## src/rtl/bitserial_alu_ctrl.sv

```systemverilog
// bitserial_alu_ctrl
//
// Sequencer that runs WIDTH-bit logic operations through an external, shared
// 1-bit logic slice. A request (op, a, b) is captured on an in_valid/in_ready
// handshake. One operand bit pair per cycle is then presented to the slice,
// LSB first, and each slice output bit is shifted into the result register
// from the top. The finished result is offered on an out_valid/out_ready
// handshake.
//
// Optional feature macro: BSALU_ABORT_EN
//   When defined, an extra input 'abort' cancels an operation in RUN.
//   The default build (macro undefined) has no abort port.
//
// Ports
//   clk        in   1      rising-edge clock
//   rst_n      in   1      synchronous reset, active-low
//   abort      in   1      cancel a running op (BSALU_ABORT_EN only)
//   in_valid   in   1      request valid
//   in_ready   out  1      controller can accept a request (IDLE)
//   op         in   2      00 AND, 01 OR, 10 XOR, 11 NOT(a)
//   a          in   WIDTH  operand A
//   b          in   WIDTH  operand B (ignored for NOT)
//   slice_opA  out  1      op[1] to the slice decoder
//   slice_opB  out  1      op[0] to the slice decoder
//   slice_i0   out  1      current bit of A
//   slice_i1   out  1      current bit of B
//   slice_y    in   1      slice output, combinational from slice_* outputs
//   out_valid  out  1      result valid (DONE)
//   out_ready  in   1      consumer accepts result
//   result     out  WIDTH  completed result
//   busy       out  1      high in RUN or DONE
module bitserial_alu_ctrl #(
    parameter int WIDTH = 8
) (
    input  logic             clk,
    input  logic             rst_n,
`ifdef BSALU_ABORT_EN
    input  logic             abort,
`endif
    input  logic             in_valid,
    output logic             in_ready,
    input  logic [1:0]       op,
    input  logic [WIDTH-1:0] a,
    input  logic [WIDTH-1:0] b,
    output logic             slice_opA,
    output logic             slice_opB,
    output logic             slice_i0,
    output logic             slice_i1,
    input  logic             slice_y,
    output logic             out_valid,
    input  logic             out_ready,
    output logic [WIDTH-1:0] result,
    output logic             busy
);

    localparam int CNT_W = (WIDTH > 1) ? $clog2(WIDTH) : 1;
    localparam logic [CNT_W-1:0] LAST_BIT = CNT_W'(WIDTH - 1);

    localparam logic [1:0] ST_IDLE = 2'd0;
    localparam logic [1:0] ST_RUN  = 2'd1;
    localparam logic [1:0] ST_DONE = 2'd2;

    logic [1:0]       state_q,   state_d;
    logic [1:0]       op_q,      op_d;
    logic [WIDTH-1:0] a_sh_q,    a_sh_d;
    logic [WIDTH-1:0] b_sh_q,    b_sh_d;
    logic [CNT_W-1:0] bit_cnt_q, bit_cnt_d;
    logic [WIDTH-1:0] result_q,  result_d;
    logic             abort_req;

`ifdef BSALU_ABORT_EN
    assign abort_req = abort;
`else
    assign abort_req = 1'b0;
`endif

    // Next-state logic: capture in IDLE, shift one bit per cycle in RUN,
    // wait for the consumer in DONE.
    always_comb begin
        state_d   = state_q;
        op_d      = op_q;
        a_sh_d    = a_sh_q;
        b_sh_d    = b_sh_q;
        bit_cnt_d = bit_cnt_q;
        result_d  = result_q;

        case (state_q)
            ST_IDLE: begin
                if (in_valid) begin
                    op_d      = op;
                    a_sh_d    = a;
                    b_sh_d    = b;
                    bit_cnt_d = '0;
                    state_d   = ST_RUN;
                end
            end
            ST_RUN: begin
                if (abort_req) begin
                    // Cancelled ops leave no partial result behind.
                    result_d  = '0;
                    bit_cnt_d = '0;
                    state_d   = ST_IDLE;
                end else begin
                    // LSB-first operands, so each new bit enters at the MSB and
                    // after WIDTH shifts bit k sits at position k.
                    result_d = {slice_y, result_q[WIDTH-1:1]};
                    a_sh_d   = a_sh_q >> 1;
                    b_sh_d   = b_sh_q >> 1;
                    if (bit_cnt_q == LAST_BIT) begin
                        state_d = ST_DONE;
                    end else begin
                        bit_cnt_d = bit_cnt_q + CNT_W'(1);
                    end
                end
            end
            ST_DONE: begin
                if (out_ready) begin
                    state_d = ST_IDLE;
                end
            end
            default: begin
                state_d = ST_IDLE;
            end
        endcase
    end

    // State registers with synchronous active-low reset.
    always_ff @(posedge clk) begin
        if (!rst_n) begin
            state_q   <= ST_IDLE;
            op_q      <= '0;
            a_sh_q    <= '0;
            b_sh_q    <= '0;
            bit_cnt_q <= '0;
            result_q  <= '0;
        end else begin
            state_q   <= state_d;
            op_q      <= op_d;
            a_sh_q    <= a_sh_d;
            b_sh_q    <= b_sh_d;
            bit_cnt_q <= bit_cnt_d;
            result_q  <= result_d;
        end
    end

    // Operand bits reach the slice only while running; the opcode lines
    // always reflect the last captured op.
    assign slice_opA = op_q[1];
    assign slice_opB = op_q[0];
    assign slice_i0  = (state_q == ST_RUN) & a_sh_q[0];
    assign slice_i1  = (state_q == ST_RUN) & b_sh_q[0];

    assign in_ready  = (state_q == ST_IDLE);
    assign out_valid = (state_q == ST_DONE);
    assign busy      = (state_q == ST_RUN) | (state_q == ST_DONE);
    assign result    = result_q;

endmodule
```

## config.mk

```make
export PLATFORM = sky130hd
export DESIGN_NAME = bitserial_alu_ctrl
export DESIGN_NICKNAME = d
export VERILOG_FILES = /design/src/rtl/bitserial_alu_ctrl.sv
export SDC_FILE = /design/constraint.sdc
export NUM_CORES = 1
export LEC_CHECK = 0
export CORE_ASPECT_RATIO = 1.2
export CORE_UTILIZATION = 51
export CTS_BUF_LIST = sky130_fd_sc_hd__clkbuf_8
export CTS_CLUSTER_SIZE = 16
export DETAILED_ROUTE_END_ITERATION = 10
export MAX_ROUTING_LAYER = met4
export PLACE_DENSITY = 0.85
export SKIP_CTS_REPAIR_TIMING = 1
export SLEW_MARGIN = 25
export SYNTH_ARGS = -nofsm -noshare
export SYNTH_HDL_FRONTEND = slang
export SYNTH_SLANG_ARGS = --single-unit
export TNS_END_PERCENT = 20
```

## constraint.sdc

```tcl
create_clock -name clk -period 2.2 [get_ports clk]
set_clock_uncertainty 0.1 [all_clocks]
set_input_delay 0.44 -clock clk [delete_from_list [all_inputs] [get_ports clk]]
set_output_delay 0.44 -clock clk [all_outputs]
set_load 0.02 [all_outputs]
```

==> summary.txt <==
Power
  • Clock power share: roughly a fifth
  • Net switching power: roughly 0.9 mW
  • Tot Pwr: between 2 and 2.5 mW
  • Flop pwr share: between 30% and 40%
  • Pwr Density: roughly 1200 nW/µm²
  • Gate power share: 46.8%
  • Leakage power: 0.944 nW
  • Internal power: about 1.6 mW
  • Max rail drop VDD: about 0.00082 V
  • Net Sw Frac: between 30% and 40%

Finish
  • Most common cell after layout, fill and taps aside: clkdlybuf4s50_1
  • Util after Layout: around 72%
  • Non-Filler Instances: roughly 230
  • Layout Nets: around 220
  • Ant diodes: 0
  • Commonest cells after routing, fill and taps aside: clkdlybuf4s50_1, dfxtp_1, mux2i_1
  • Final Cell Area: a little over 2000 µm²
  • Area grow syn2layout: 29.8%
  • Share of post-route cells with drive strength above 1: a little under a tenth

Place
  • Placer congestion estimate: between 0.7 and 0.8
  • Placement Cell Area: a little under 2000 µm²
  • Detailed Place HPWL: between 2000 and 2500 µm
  • Port Buffers: 37
  • Placed insts: about 220

Routing
  • WL per Instance: 14.1 µm
  • DR vias: around 1200
  • Vias/cell: 5.47
  • Antenna Nets Post-Route: 0
  • Drt drc: 0
  • First-pass DRT Iterations: 4
  • Drt first-iter violations: 23
  • Final wirelength: approximately 3200 µm

Synth
  • Cells after Synth: between 150 and 200
  • Yosys Warn Count: 0
  • Synthesized cell area: about 1600 µm²
  • Syn_area_per_cell: ~10 µm²
  • Register area share after synthesis: 39.2%
  • Count of cell types in the netlist: 26
  • Syn nets: roughly 180
  • Number of synthesized register bits: 31

Critical path
  • CP Cell Sequence: inv_1, ha_1, clkdlybuf4s50_1
  • CP Class: flop to output port
  • CP Max Fanout: 3
  • CP max stage delay: roughly 590 ps
  • CP endpoint kind: output port
  • CP max stage cell: clkdlybuf4s50_1
  • Worst Path Arrival: 1630 ps
  • Worst EP required: ~1700 ps
  • CP startpoint kind: flop

GRT
  • Vias in the first global route: approximately 1200
  • Met2 usage: a little over a third
  • Met3 usage: 4.38%
  • Total gr overflow: 0
  • M1 GR Usage: roughly 26%
  • Global-route wire length before repair: ~5400 µm
  • Gr usage total: a little under a quarter
  • GR peak layer: met2
  • Initial antenna violation count: 0
  • Largest net degree at the start of global routing: 29

CTS
  • Worst-path clk slew: 60 ps
  • CTS Buffer Depth: 2
  • CTS Root Cell: clkbuf_8
  • CTS Buf Count: 5
  • H-tree depth: 2
  • Clock latency on the worst-skew pair: around 290 ps
  • CTS tree: built
  • Sink Count: 31

STA
  • Hold Slack: around 380 ps
  • Period minus WS final: between 2000 and 2500 ps
  • Unrepaired setup endpoints after global routing: true
  • Final setup viols: 0
  • Slew headroom: a little under two thirds
  • Max Clk Rate: 460 MHz
  • Worst slew pin tran: ~540 ps
  • Final hold vios: 0
  • Final number of max-transition violations: 0
  • Final period util: between 90% and 100%

Floorplan
  • Die area: 3330 µm²
  • Core Footprint: around 2900 µm²
  • Initial core utilization: roughly 55%
  • Chip Height: 63 µm
  • Die X: between 50 and 60 µm
  • Number of top-level pins: 38
  • FP Rows: 21

Job
  • Maxcap violations: 0

Min path
  • Hold Crit Class: flop to flop

Run status
  • Status: complete, no violations
-- stage by stage --
stage / worst slack (ps) / TNS, ps
after floorplan: 494 / 0
after global placement: 213 / 0
after detailed placement: 176 / 0
after CTS: -136 / -265
after global routing: -36.1 / -36.1
final: 27.4 / 0
-- cell type report --
class | instances | area [µm²]
well taps | 34 | 42.5
clock inverters | 1 | 3.75
fillers | 220 | 811
inverters | 4 | 15.0
multi-input cells | 108 | 858
repair buffers | 42 | 415
clock buffers | 7 | 96.3
flip-flops and latches | 31 | 622
-- Yosys cell counts (all sizes together) --
cell | n | area (µm²)
and2 | 5 | 31.3
a21oi | 4 | 20.0
o211ai | 2 | 15.0
nand2 | 17 | 63.8
a21boi | 3 | 22.5
clkbuf | 2 | 7.51
nor2b | 15 | 101
nor3 | 1 | 5.00
nand3 | 6 | 30.0
inv | 4 | 15.0
a32oi | 2 | 17.5
dfxtp | 31 | 621
ha | 6 | 75.1
nor2 | 2 | 15.0
dlygate4sd1 | 1 | 8.76
o211a | 14 | 140
o21ai | 2 | 10.0
nand2b | 2 | 12.5
buf | 9 | 83.8
a221oi | 1 | 26.3
mux2i | 26 | 260
-- state kept, by name, indices dropped and copies added (netlist names) --
register and flops:
state_q 2, a_sh_q 8, bit_cnt_q 3, op_q 2
b_sh_q 8, result 8
-- cells by family (layout without fill, tap and decap cells) --
family	after synthesis	in the layout	synth area share, %
compound gates	28	28	15.9
fa+ha+maj	6	6	4.75
buf+inv	16	54	7.28
flops	31	31	39.2
mux	26	26	16.5
simple gates	48	48	16.4
-- critical path: cells and delay by family (launching register included) --
family,cells,cell delay [ps]
buffers and inverters,2,690
adders and majority gates,1,300
DFF,1,350
-- metal layers --
metal	share of wire [%]	up-vias	wire length [µm]
met5	0	-	0
met4	2.3	0	73
met3	3.4	7	108
met2	51	25	1640
met1	43	594	1380
li1	-	615	-
-- power by group through the flow --
| stage | registers [mW] | clock network, mW | logic [mW] |
|---|---|---|---|
| 3_3_place_gp | 0.832 | 0 | 1.11 |
| 5_1_grt | 0.863 | 0.512 | 1.28 |
| 6_report | 0.843 | 0.480 | 1.16 |
| 4_1_cts | 0.836 | 0.489 | 1.16 |
| 2_1_floorplan | 0.831 | 0 | 0.959 |
| 3_5_place_dp | 0.846 | 0 | 1.16 |
-- worst paths after layout --
check	from	to	slack (ps)	cells past startpoint
min reg2reg	op_q[0]	op_q[0]	380	2
max	state_q[1]	busy	30	3
min	op_q[0]	op_q[0]	380	2
max reg2reg	state_q[1]	b_sh_q[0]	270	7
Power figures use the tool's default switching activity.
